[src/rtl/frigate_adc_sar_ctrl_if.sv]
// rtl/frigate_adc_sar_ctrl_if.sv - SAR controller to 12-bit ADC macro connection.
// master = digital controller, slave = analog macro (or its model).
interface frigate_adc_sar_ctrl_if;
  logic        adc_en;
  logic        adc_rst;
  logic        adc_hold;
  logic [2:0]  adc_sel;
  logic [11:0] adc_data;
  logic        adc_cmp;

  modport master (
    output adc_en, adc_rst, adc_hold, adc_sel, adc_data,
    input  adc_cmp
  );

  modport slave (
    input  adc_en, adc_rst, adc_hold, adc_sel, adc_data,
    output adc_cmp
  );
endinterface

[src/rtl/frigate_adc_sar_ctrl.sv]
// rtl/frigate_adc_sar_ctrl.sv - 12-bit successive-approximation ADC controller.
// Optional macro FRIGATE_ADC_SAR_CONT_EN adds continuous mode (cont) and ack/overrun tracking.
module frigate_adc_sar_ctrl #(
  parameter int SAMPLE_CYCLES = 4,
  parameter int SETTLE_CYCLES = 1
) (
  input  logic        clk,
  input  logic        rst_n,
  input  logic        en,
  input  logic        start,
  input  logic [2:0]  chan,
`ifdef FRIGATE_ADC_SAR_CONT_EN
  input  logic        cont,
  input  logic        ack,
  output logic        overrun,
`endif
  output logic        busy,
  output logic        done,
  output logic [11:0] data_out,
  output logic [2:0]  data_chan,
  frigate_adc_sar_ctrl_if.master adc
);

  typedef enum logic [1:0] {IDLE, SAMPLE, CONV, DONE} state_t;

  localparam logic [7:0] SAMPLE_LAST = 8'(SAMPLE_CYCLES - 1);
  localparam logic [7:0] SETTLE_LAST = 8'(SETTLE_CYCLES);

  state_t      state, state_n;
  logic [7:0]  cnt, cnt_n;
  logic [3:0]  bitk, bitk_n;
  logic [11:0] code, code_n;
  logic        busy_n, done_n;
  logic [11:0] data_out_n;
  logic [2:0]  data_chan_n;
  logic        en_q, en_d, rst_q, rst_d, hold_q, hold_d;
  logic [2:0]  sel_q, sel_d;
  logic [11:0] data_q, data_d;
  logic [11:0] onehot, kept;
`ifdef FRIGATE_ADC_SAR_CONT_EN
  logic        pend, pend_n, overrun_n;
`endif

  assign adc.adc_en   = en_q;
  assign adc.adc_rst  = rst_q;
  assign adc.adc_hold = hold_q;
  assign adc.adc_sel  = sel_q;
  assign adc.adc_data = data_q;

  // The trial code in data_q already carries the decided upper bits plus a 1 at bitk.
  assign onehot = 12'd1 << bitk;
  assign kept   = adc.adc_cmp ? data_q : (data_q & ~onehot);

  always_comb begin
    state_n     = state;
    cnt_n       = cnt;
    bitk_n      = bitk;
    code_n      = code;
    busy_n      = busy;
    done_n      = 1'b0;
    data_out_n  = data_out;
    data_chan_n = data_chan;
    en_d        = en_q;
    rst_d       = rst_q;
    hold_d      = hold_q;
    sel_d       = sel_q;
    data_d      = data_q;
    case (state)
      IDLE: begin
        if (en && start) begin
          state_n = SAMPLE;
          cnt_n   = 8'd0;
          busy_n  = 1'b1;
          en_d    = 1'b1;
          sel_d   = chan;
        end
      end
      SAMPLE: begin
        if (cnt == SAMPLE_LAST) begin
          state_n = CONV;
          cnt_n   = 8'd0;
          bitk_n  = 4'd11;
          hold_d  = 1'b1;
          rst_d   = 1'b0;
          data_d  = 12'h800;
        end else begin
          cnt_n = cnt + 8'd1;
        end
      end
      CONV: begin
        if (cnt == SETTLE_LAST) begin
          cnt_n = 8'd0;
          if (bitk == 4'd0) begin
            state_n = DONE;
            code_n  = kept;
            hold_d  = 1'b0;
            rst_d   = 1'b1;
            data_d  = 12'h000;
          end else begin
            bitk_n = bitk - 4'd1;
            data_d = kept | (onehot >> 1);
          end
        end else begin
          cnt_n = cnt + 8'd1;
        end
      end
      DONE: begin
        done_n      = 1'b1;
        data_out_n  = code;
        data_chan_n = sel_q;
        state_n     = IDLE;
        busy_n      = 1'b0;
        en_d        = 1'b0;
`ifdef FRIGATE_ADC_SAR_CONT_EN
        if (cont) begin
          state_n = SAMPLE;
          cnt_n   = 8'd0;
          busy_n  = 1'b1;
          en_d    = 1'b1;
        end
`endif
      end
      default: state_n = IDLE;
    endcase
    // Disable aborts any conversion without publishing a result.
    if (state != IDLE && !en) begin
      state_n     = IDLE;
      busy_n      = 1'b0;
      done_n      = 1'b0;
      data_out_n  = data_out;
      data_chan_n = data_chan;
      en_d        = 1'b0;
      rst_d       = 1'b1;
      hold_d      = 1'b0;
      data_d      = 12'h000;
    end
`ifdef FRIGATE_ADC_SAR_CONT_EN
    pend_n    = done_n ? 1'b1 : (ack ? 1'b0 : pend);
    overrun_n = (done_n && pend && !ack) ? 1'b1 : (ack ? 1'b0 : overrun);
`endif
  end

  always_ff @(posedge clk or negedge rst_n) begin
    if (!rst_n) begin
      state     <= IDLE;
      cnt       <= 8'd0;
      bitk      <= 4'd0;
      code      <= 12'h000;
      busy      <= 1'b0;
      done      <= 1'b0;
      data_out  <= 12'h000;
      data_chan <= 3'd0;
      en_q      <= 1'b0;
      rst_q     <= 1'b1;
      hold_q    <= 1'b0;
      sel_q     <= 3'd0;
      data_q    <= 12'h000;
`ifdef FRIGATE_ADC_SAR_CONT_EN
      pend      <= 1'b0;
      overrun   <= 1'b0;
`endif
    end else begin
      state     <= state_n;
      cnt       <= cnt_n;
      bitk      <= bitk_n;
      code      <= code_n;
      busy      <= busy_n;
      done      <= done_n;
      data_out  <= data_out_n;
      data_chan <= data_chan_n;
      en_q      <= en_d;
      rst_q     <= rst_d;
      hold_q    <= hold_d;
      sel_q     <= sel_d;
      data_q    <= data_d;
`ifdef FRIGATE_ADC_SAR_CONT_EN
      pend      <= pend_n;
      overrun   <= overrun_n;
`endif
    end
  end

endmodule

[src/flat_wrapper.sv]
// flat-port wrapper written by rule: the top's interface ports become plain ports
module frigate_adc_sar_ctrl_flat 
#(
  parameter int SAMPLE_CYCLES = 4,
  parameter int SETTLE_CYCLES = 1
)
  (clk, rst_n, en, start, chan, busy, done, data_out, data_chan, adc_adc_en, adc_adc_rst, adc_adc_hold, adc_adc_sel, adc_adc_data, adc_adc_cmp);
  frigate_adc_sar_ctrl_if adc_i ();
  input  logic clk;
  input  logic rst_n;
  input  logic en;
  input  logic start;
  input  logic [2:0] chan;
  output logic busy;
  output logic done;
  output logic [11:0] data_out;
  output logic [2:0] data_chan;
  output wire logic [$bits(adc_i.adc_en)-1:0] adc_adc_en;
  output wire logic [$bits(adc_i.adc_rst)-1:0] adc_adc_rst;
  output wire logic [$bits(adc_i.adc_hold)-1:0] adc_adc_hold;
  output wire logic [$bits(adc_i.adc_sel)-1:0] adc_adc_sel;
  output wire logic [$bits(adc_i.adc_data)-1:0] adc_adc_data;
  input wire logic [$bits(adc_i.adc_cmp)-1:0] adc_adc_cmp;
  assign adc_adc_en = adc_i.adc_en;
  assign adc_adc_rst = adc_i.adc_rst;
  assign adc_adc_hold = adc_i.adc_hold;
  assign adc_adc_sel = adc_i.adc_sel;
  assign adc_adc_data = adc_i.adc_data;
  assign adc_i.adc_cmp = adc_adc_cmp;
  frigate_adc_sar_ctrl #(.SAMPLE_CYCLES(SAMPLE_CYCLES), .SETTLE_CYCLES(SETTLE_CYCLES)) u_core (.clk(clk), .rst_n(rst_n), .en(en), .start(start), .chan(chan), .busy(busy), .done(done), .data_out(data_out), .data_chan(data_chan), .adc(adc_i));
endmodule
[config.mk]
export PLATFORM = sky130hd
export DESIGN_NAME = frigate_adc_sar_ctrl_flat
export DESIGN_NICKNAME = d
export VERILOG_FILES = /design/src/rtl/frigate_adc_sar_ctrl_if.sv /design/src/rtl/frigate_adc_sar_ctrl.sv /design/src/flat_wrapper.sv
export SDC_FILE = /design/constraint.sdc
export NUM_CORES = 1
export LEC_CHECK = 0
export ABC_CLOCK_PERIOD_IN_PS = 3700
export CAP_MARGIN = 20
export CELL_PAD_IN_SITES_DETAIL_PLACEMENT = 1
export CELL_PAD_IN_SITES_GLOBAL_PLACEMENT = 1
export CORE_ASPECT_RATIO = 1.5
export CORE_MARGIN = 2
export CORE_UTILIZATION = 46
export CTS_CLUSTER_DIAMETER = 60
export CTS_CLUSTER_SIZE = 20
export DETAILED_ROUTE_END_ITERATION = 6
export GPL_TIMING_DRIVEN = 0
export HOLD_SLACK_MARGIN = 0.05
export PLACE_DENSITY = 0.92
export SETUP_SLACK_MARGIN = 0.2
export SLEW_MARGIN = 10
export SYNTH_ARGS = -nofsm -noshare
export SYNTH_HDL_FRONTEND = slang
export SYNTH_SLANG_ARGS = --single-unit
export TNS_END_PERCENT = 50
[constraint.sdc]
create_clock -name clk -period 3.7 [get_ports clk]
set_clock_uncertainty 0.1 [all_clocks]
set_input_delay 0.555 -clock clk [delete_from_list [all_inputs] [get_ports clk]]
set_output_delay 0.555 -clock clk [all_outputs]
set_load 0.05 [all_outputs]
==> results of run 1 <==
[synthesized netlist by cell type (3+ instances only)]
cell type  number
a21o_1          3
a21oi_1        11
a32o_1          4
buf_4           3
buf_6           4
dfrtp_1        59
ha_1           12
inv_1          15
mux2_2         18
nand2_1        56
nand3_1        13
nor2_1         10
nor2b_1         4
nor3_1          6
o21ai_0        17
o21ai_1         8
o21ai_2         9
o311ai_1        3
[routing by layer]
| layer | vias to the layer above | wire length (µm) | global-route usage |
|---|---|---|---|
| met2 | 47 | 4780 | 0.445 |
| met3 | 17 | 239 | 0.0415 |
| met4 | 0 | 178 | 0.127 |
| li1 | 1180 | - | - |
| met1 | 1264 | 3010 | 0.243 |
| met5 | - | 0 | 0 |
[power by group]
group | internal (mW) | switching [mW]
sequential | 0.861 | 0.132
combinational | 0.651 | 1.18
clock | 0.459 | 0.259
total | 1.97 | 1.57
[critical path, cell delays in order]
cell             delay [ns]
clkdlybuf4s50_1        0.54
or2_2                  0.36
buf_2                  0.19
nand2_1                0.30
buf_4                  0.26
mux2_2                 0.36
[worst max-delay path by stage]
stage / from / endpoint / slack [ns] / cells after the start
2_1_floorplan: u_core.state[0] / u_core.data_chan[0] / 1.61 / 7
3_3_place_gp: rst_n / u_core.data_out[9] / 0.04 / 1
3_5_place_dp: en / u_core.data_out[4] / 0.98 / 6
4_1_cts: u_core.state[0] / u_core.data_chan[0] / 1.26 / 7
5_1_grt: u_core.state[0] / u_core.adc.adc_data[4] / 1.08 / 7
6_report: en / u_core.data_chan[0] / 1.26 / 6
[through the flow]
step	util	worst slack (ns)	total power, mW	std cells	hold WS [ns]
final	0.594	1.26	3.54	438	0.160
after global routing	0.594	1.08	3.74	438	0.215
after CTS	0.594	1.26	3.57	438	0.203
after detailed placement	0.557	0.977	2.82	423	0.372
after global placement	0.558	0.0409	2.74	423	0.358
after floorplan	-	1.61	2.27	305	0.159
[state kept, by name (all words and copies together) (netlist names)]
name	flops
u_core.adc.adc_data	12
u_core.adc.adc_hold	1
u_core.adc.adc_rst	1
u_core.adc.adc_sel	3
u_core.bitk	4
u_core.busy	1
u_core.cnt	8
u_core.code	12
u_core.data_chan	3
u_core.data_out	12
u_core.done	1
u_core.state	2
[cell families after synthesis]
kind of cell | count (synthesis) | share of synthesized area
multiplexers | 19 | 0.0680
adder cells (fa/ha/maj) | 12 | 0.0480
AO/OA/AOI/OAI | 78 | 0.186
buffers and inverters | 26 | 0.0448
flip-flops | 60 | 0.481
AND/OR/NAND/NOR | 110 | 0.173
[cell type report]
class / count / area share
buffer: 11 / 0.0216
clock buffer: 10 / 0.0355
clock inverter: 5 / 0.0258
inverter: 15 / 0.0145
multi-input combinational: 219 / 0.383
sequential: 60 / 0.388
tap: 76 / 0.0245
timing repair buffer: 42 / 0.108
==> flow_summary.yaml, run 1 <==
run_status:
  outcome: "complete, no violations"
final_layout:
  multiInputGateArea_mm2: 0.00148
  syn2layout_area_growth_pct: 24.0
  drive_gt1_frac: 0.188
  final_cell_mix: "dfrtp_1 (59), nand2_1 (56), clkdlybuf4s50_1 (41), mux2_2 (18), o21ai_0 (17)"
  final_area_mm2: 0.00388
  n_fill_cell: 733
  seqCellArea_mm2: 0.00150
  num_antenna_cells: 0
  nets: 378
  final_common_cell: "dfrtp_1"
route:
  post_drt_wl_per_cell_um: 18.8
  vias: 2508
  wl_um: 8210
  drc: 0
  drt-pass1-iter-count: 4
  drt_iter0_markers: 101
  ant_nets: 0
  avgViaCountPerCell: 5.73
floorplan:
  ios: 43
  initial_core_util: 0.479
  fp.dieH_um: 105
  core_mm2: 0.00653
  dieWidth_um: 71.3
  rows: 36
  dieArea_mm2: 0.00749
timing:
  final.min_clock_period_ns: 2.44
  drv_slew: 0
  rsz0062_at_grt: "false"
  worstMarginPinSlew_ns: 0.842
  fin_crit_sh: 0.659
  finalHoldViolCount: 0
  relSlewSlack: 0.434
  fmax_ghz: 0.410
  setup_viol: 0
  setup_tns_ns: 0
logic_synthesis:
  syn_avg_cell_area_um2: 10.3
  synth_edf_count: 0
  synthCells: 305
  synth_top_area_share: 0.472
  ys_ff_latch: 60
  syn_nets: 325
  ys_top_cells_by_area: "dfrtp_1 (47%), nand2_1 (6.7%), mux2_2 (6.5%)"
  synth_ff_type: "dfrtp_1"
  synth.distinct_cells: 56
  yosys_warnings: 0
  synth_async_sr_flop_share: 1.00
  synth_top_area_cell: "dfrtp_1"
  syn_area_mm2: 0.00313
  ys_seq_area_frac: 0.481
clock_network:
  clock-sinks: 60
  path_clk_slew_ns: 0.06
  htree_levels: 3
  hold_buffers: 0
  root_buffer: "clkbuf_8"
  cts.path.max_buffers: 2
  cts_tree: "yes"
  insertion_delay_ns: 0.35
  post_cts_buffers: 0
  cts_resized: 0
  cts_buffers: 9
placement:
  gp_congestion: 0.825
  hpwl_um: 5720
  portBuffers: 42
  place_area_mm2: 0.00364
critical_path:
  r2r_slack_ns: 1.27
  worstReg2RegStart: "u_core.state[0]"
  r2r_cells: 7
  arrival_ns: 2.56
  worstReg2RegEnd: "u_core.data_chan[0]"
  critical_path_class: "primary input to flip-flop"
  required_ns: 3.82
  worst-path-max-fanout: 10
  critPathCaptureType: "flip-flop"
  start_kind: "primary input"
power:
  powerDensity_mw_per_mm2: 914
  vdd_ir_drop_max_uv: 434
  cellLeakagePower_nw: 1.62
grt:
  grt_pass1_vias: 2850
  grt_max_degree: 61
  antenna_found_initial: 0
  grt-ovfl-total: 0
  gr-usage-all-layers: 0.239
  grt_pass1_wl_um: 13900
hold_path:
  holdCritPathClass: "primary input to async pin"
run:
  cap_violations: 0
Note: power is estimated with default switching activity, not from simulation.
==> inputs of run 2 (changes only) <==
--- a/config.mk
+++ b/config.mk
@@ -5,19 +5,19 @@
 export SDC_FILE = /design/constraint.sdc
 export NUM_CORES = 1
 export LEC_CHECK = 0
-export ABC_CLOCK_PERIOD_IN_PS = 3700
+export ABC_CLOCK_PERIOD_IN_PS = 2100
 export CAP_MARGIN = 20
 export CELL_PAD_IN_SITES_DETAIL_PLACEMENT = 1
 export CELL_PAD_IN_SITES_GLOBAL_PLACEMENT = 1
 export CORE_ASPECT_RATIO = 1.5
 export CORE_MARGIN = 2
-export CORE_UTILIZATION = 46
+export CORE_UTILIZATION = 39
 export CTS_CLUSTER_DIAMETER = 60
 export CTS_CLUSTER_SIZE = 20
 export DETAILED_ROUTE_END_ITERATION = 6
 export GPL_TIMING_DRIVEN = 0
 export HOLD_SLACK_MARGIN = 0.05
-export PLACE_DENSITY = 0.92
+export PLACE_DENSITY = 0.84
 export SETUP_SLACK_MARGIN = 0.2
 export SLEW_MARGIN = 10
 export SYNTH_ARGS = -nofsm -noshare
==> constraint.sdc (replaced) <==
create_clock -name clk -period 2.1 [get_ports clk]
set_clock_uncertainty 0.1 [all_clocks]
set_input_delay 0.315 -clock clk [delete_from_list [all_inputs] [get_ports clk]]
set_output_delay 0.315 -clock clk [all_outputs]
set_load 0.05 [all_outputs]
==> run 2 against run 1 <==
  * Sequential share of layout area decreased by 5.9 points
  * Global-route usage is 1.1 points lower
  * Combinational power rose by 120%
  * Critical path depth rose by 2
  * Cell area up 18%
  * Wire length grew 20%
  * Utilization is 1.5 points lower
  * Count of clock-buffer cells in the layout decreased by 1
  * Die area rose by 17%
  * First-iteration DRC count grew 22%
  * Final cell count rose by 14%
  * Sequential power increased by 79%
  * Largest cell class is now multi-input combinational cells
  * Highest routed layer unchanged
==> flow_summary.yaml, run 2 (same netlist as run 1, synthesis figures left out) <==
route:
  post_drt_wl_per_cell_um: 19.8
  drt_iter0_markers: 123
  drt-pass1-iter-count: 4
  drc: 0
  avgViaCountPerCell: 5.48
  wl_um: 9880
  ant_nets: 0
  vias: 2742
critical_path:
  critPathTopFamily: "simple AND/OR/NAND/NOR gates"
  cp-endpoint: "u_core.code[3]"
  worstReg2RegStart: "u_core.bitk[1]"
  max_stage_delay_ns: 0.39
  cp_cell_sequence: "inv_2 -> ha_4 -> nor3b_4 -> nand4_1 -> or2_1 -> buf_6 -> buf_4 -> o31ai_2"
  cp_num_buf_inv: 3
  cp_slowest_cell: "dfrtp_1"
  start_kind: "flip-flop"
  arrival_ns: 2.19
  required_ns: 2.25
  worstReg2RegEnd: "u_core.code[3]"
  r2r_slack_ns: 0.06
  startpoint: "u_core.bitk[1]"
  r2r_cells: 8
  worst-path-max-fanout: 6
  cp.depth: 8
  critical_path_class: "flip-flop to flip-flop"
  critPathCaptureType: "flip-flop"
grt:
  grt_pass1_wl_um: 15300
  grt_pass1_vias: 2946
  grt-ovfl-total: 0
  grt_max_degree: 61
  gr-usage-all-layers: 0.228
  antenna_found_initial: 0
timing:
  rsz0062_at_grt: "true"
  fmax_ghz: 0.490
  finalHoldViolCount: 0
  finalWorstSetupSlack_ns: 0.0597
  fin_crit_sh: 0.972
  drv_slew: 0
  worstMarginPinSlew_ns: 0.792
  setup_viol: 0
  final.min_clock_period_ns: 2.04
  relSlewSlack: 0.472
placement:
  dp.cells: 452
  portBuffers: 42
  hpwl_um: 5490
  gp_congestion: 0.798
  dp_slack_ns: -0.238
floorplan:
  ios: 43
  dieArea_mm2: 0.00876
  initial_core_util: 0.395
  rows: 40
  fp.dieH_um: 114
  core_mm2: 0.00791
  dieWidth_um: 77.1
run_status:
  outcome: "complete, no violations"
final_layout:
  layout.cells.non_filler: 500
  drive_gt1_frac: 0.352
  nets: 410
  n_fill_cell: 872
  final_common_cell: "dfrtp_1"
  syn2layout_area_growth_pct: 46.5
  final_cell_mix: "dfrtp_1 (57), nand2_1 (46), clkdlybuf4s50_1 (32), buf_4 (29), mux2_2 (18)"
  num_antenna_cells: 0
hold_path:
  holdCritPathClass: "flip-flop to flip-flop"
clock_network:
  cts.path.max_buffers: 2
  path_clk_slew_ns: 0.05
  cts_buffers: 9
  htree_levels: 3
  root_buffer: "clkbuf_16"
  insertion_delay_ns: 0.34
  clock-sinks: 60
  cts_tree: "yes"
power:
  powerDensity_mw_per_mm2: 1630
  cellLeakagePower_nw: 1.99
  vdd_ir_drop_max_uv: 747
run:
  cap_violations: 0
[run 2: routing by layer]
| metal | GRT usage | up-vias | share of wire |
|---|---|---|---|
| li1 | - | 1251 | - |
| met1 | 0.247 | 1408 | 0.39 |
| met2 | 0.420 | 55 | 0.55 |
| met3 | 0.0403 | 28 | 0.025 |
| met4 | 0.120 | 0 | 0.032 |
| met5 | 0 | - | 0 |
[run 2: final cells by class]
type,count,area [µm²],area share
Sequential cell,60,1510,0.329
Tap cell,105,131,0.0287
Clock inverter,7,91.3,0.0199
Clock buffer,9,225,0.0492
Timing Repair Buffer,73,712,0.155
Buffer,11,115,0.0251
Inverter,15,56.3,0.0123
Multi-Input combinational cell,220,1740,0.381
[run 2: through the flow]
step                setup TNS, ns  area, µm²   util  power [mW]  hold slack [ns]
global placement           -82.56       3720  0.471        4.91            0.359
floorplan                       0       3170      -        4.07          -0.0806
detailed placement          -4.26       3720  0.470        5.01            0.345
finish                          0       4580  0.579        7.46            0.387
CTS                             0       4410  0.558        7.10            0.385
global route              -0.0386       4580  0.579        7.79            0.408
[run 2: where the power goes]
part	internal (mW)	total [mW]	switching (mW)	leakage (nW)
sequential	1.52	1.78	0.261	0.676
clock	1.03	1.60	0.565	0.155
combinational	1.61	4.08	2.47	1.15
total	4.16	7.46	3.29	1.99
[run 2: how the worst min path moves through the flow]
stage	slack, ns	from	to	cells past startpoint
final	0.39	u_core.code[7]	u_core.code[7]	2
after floorplan	-0.08	rst_n	u_core.adc.adc_data[0]	0
after detailed placement	0.34	rst_n	u_core.code[10]	1
after global placement	0.36	u_core.code[7]	u_core.code[7]	2
after CTS	0.38	u_core.code[2]	u_core.code[2]	2
after global routing	0.41	u_core.data_out[6]	u_core.data_out[6]	1
[run 2: worst min-delay path, delay by kind of cell (launching register included)]
kind	cells	cell delay (ns)
flops	1	0.35
simple gates	1	0.06
compound gates	1	0.05
[run 2: timing repair]
item,CTS,global route
hold endpoints to repair,59,0
endpoints found under the setup margin,81,82
setup buffers,24,5
cloned,2,0
pin swaps,9,9
hold buffers,1,0
resized for setup,42,38
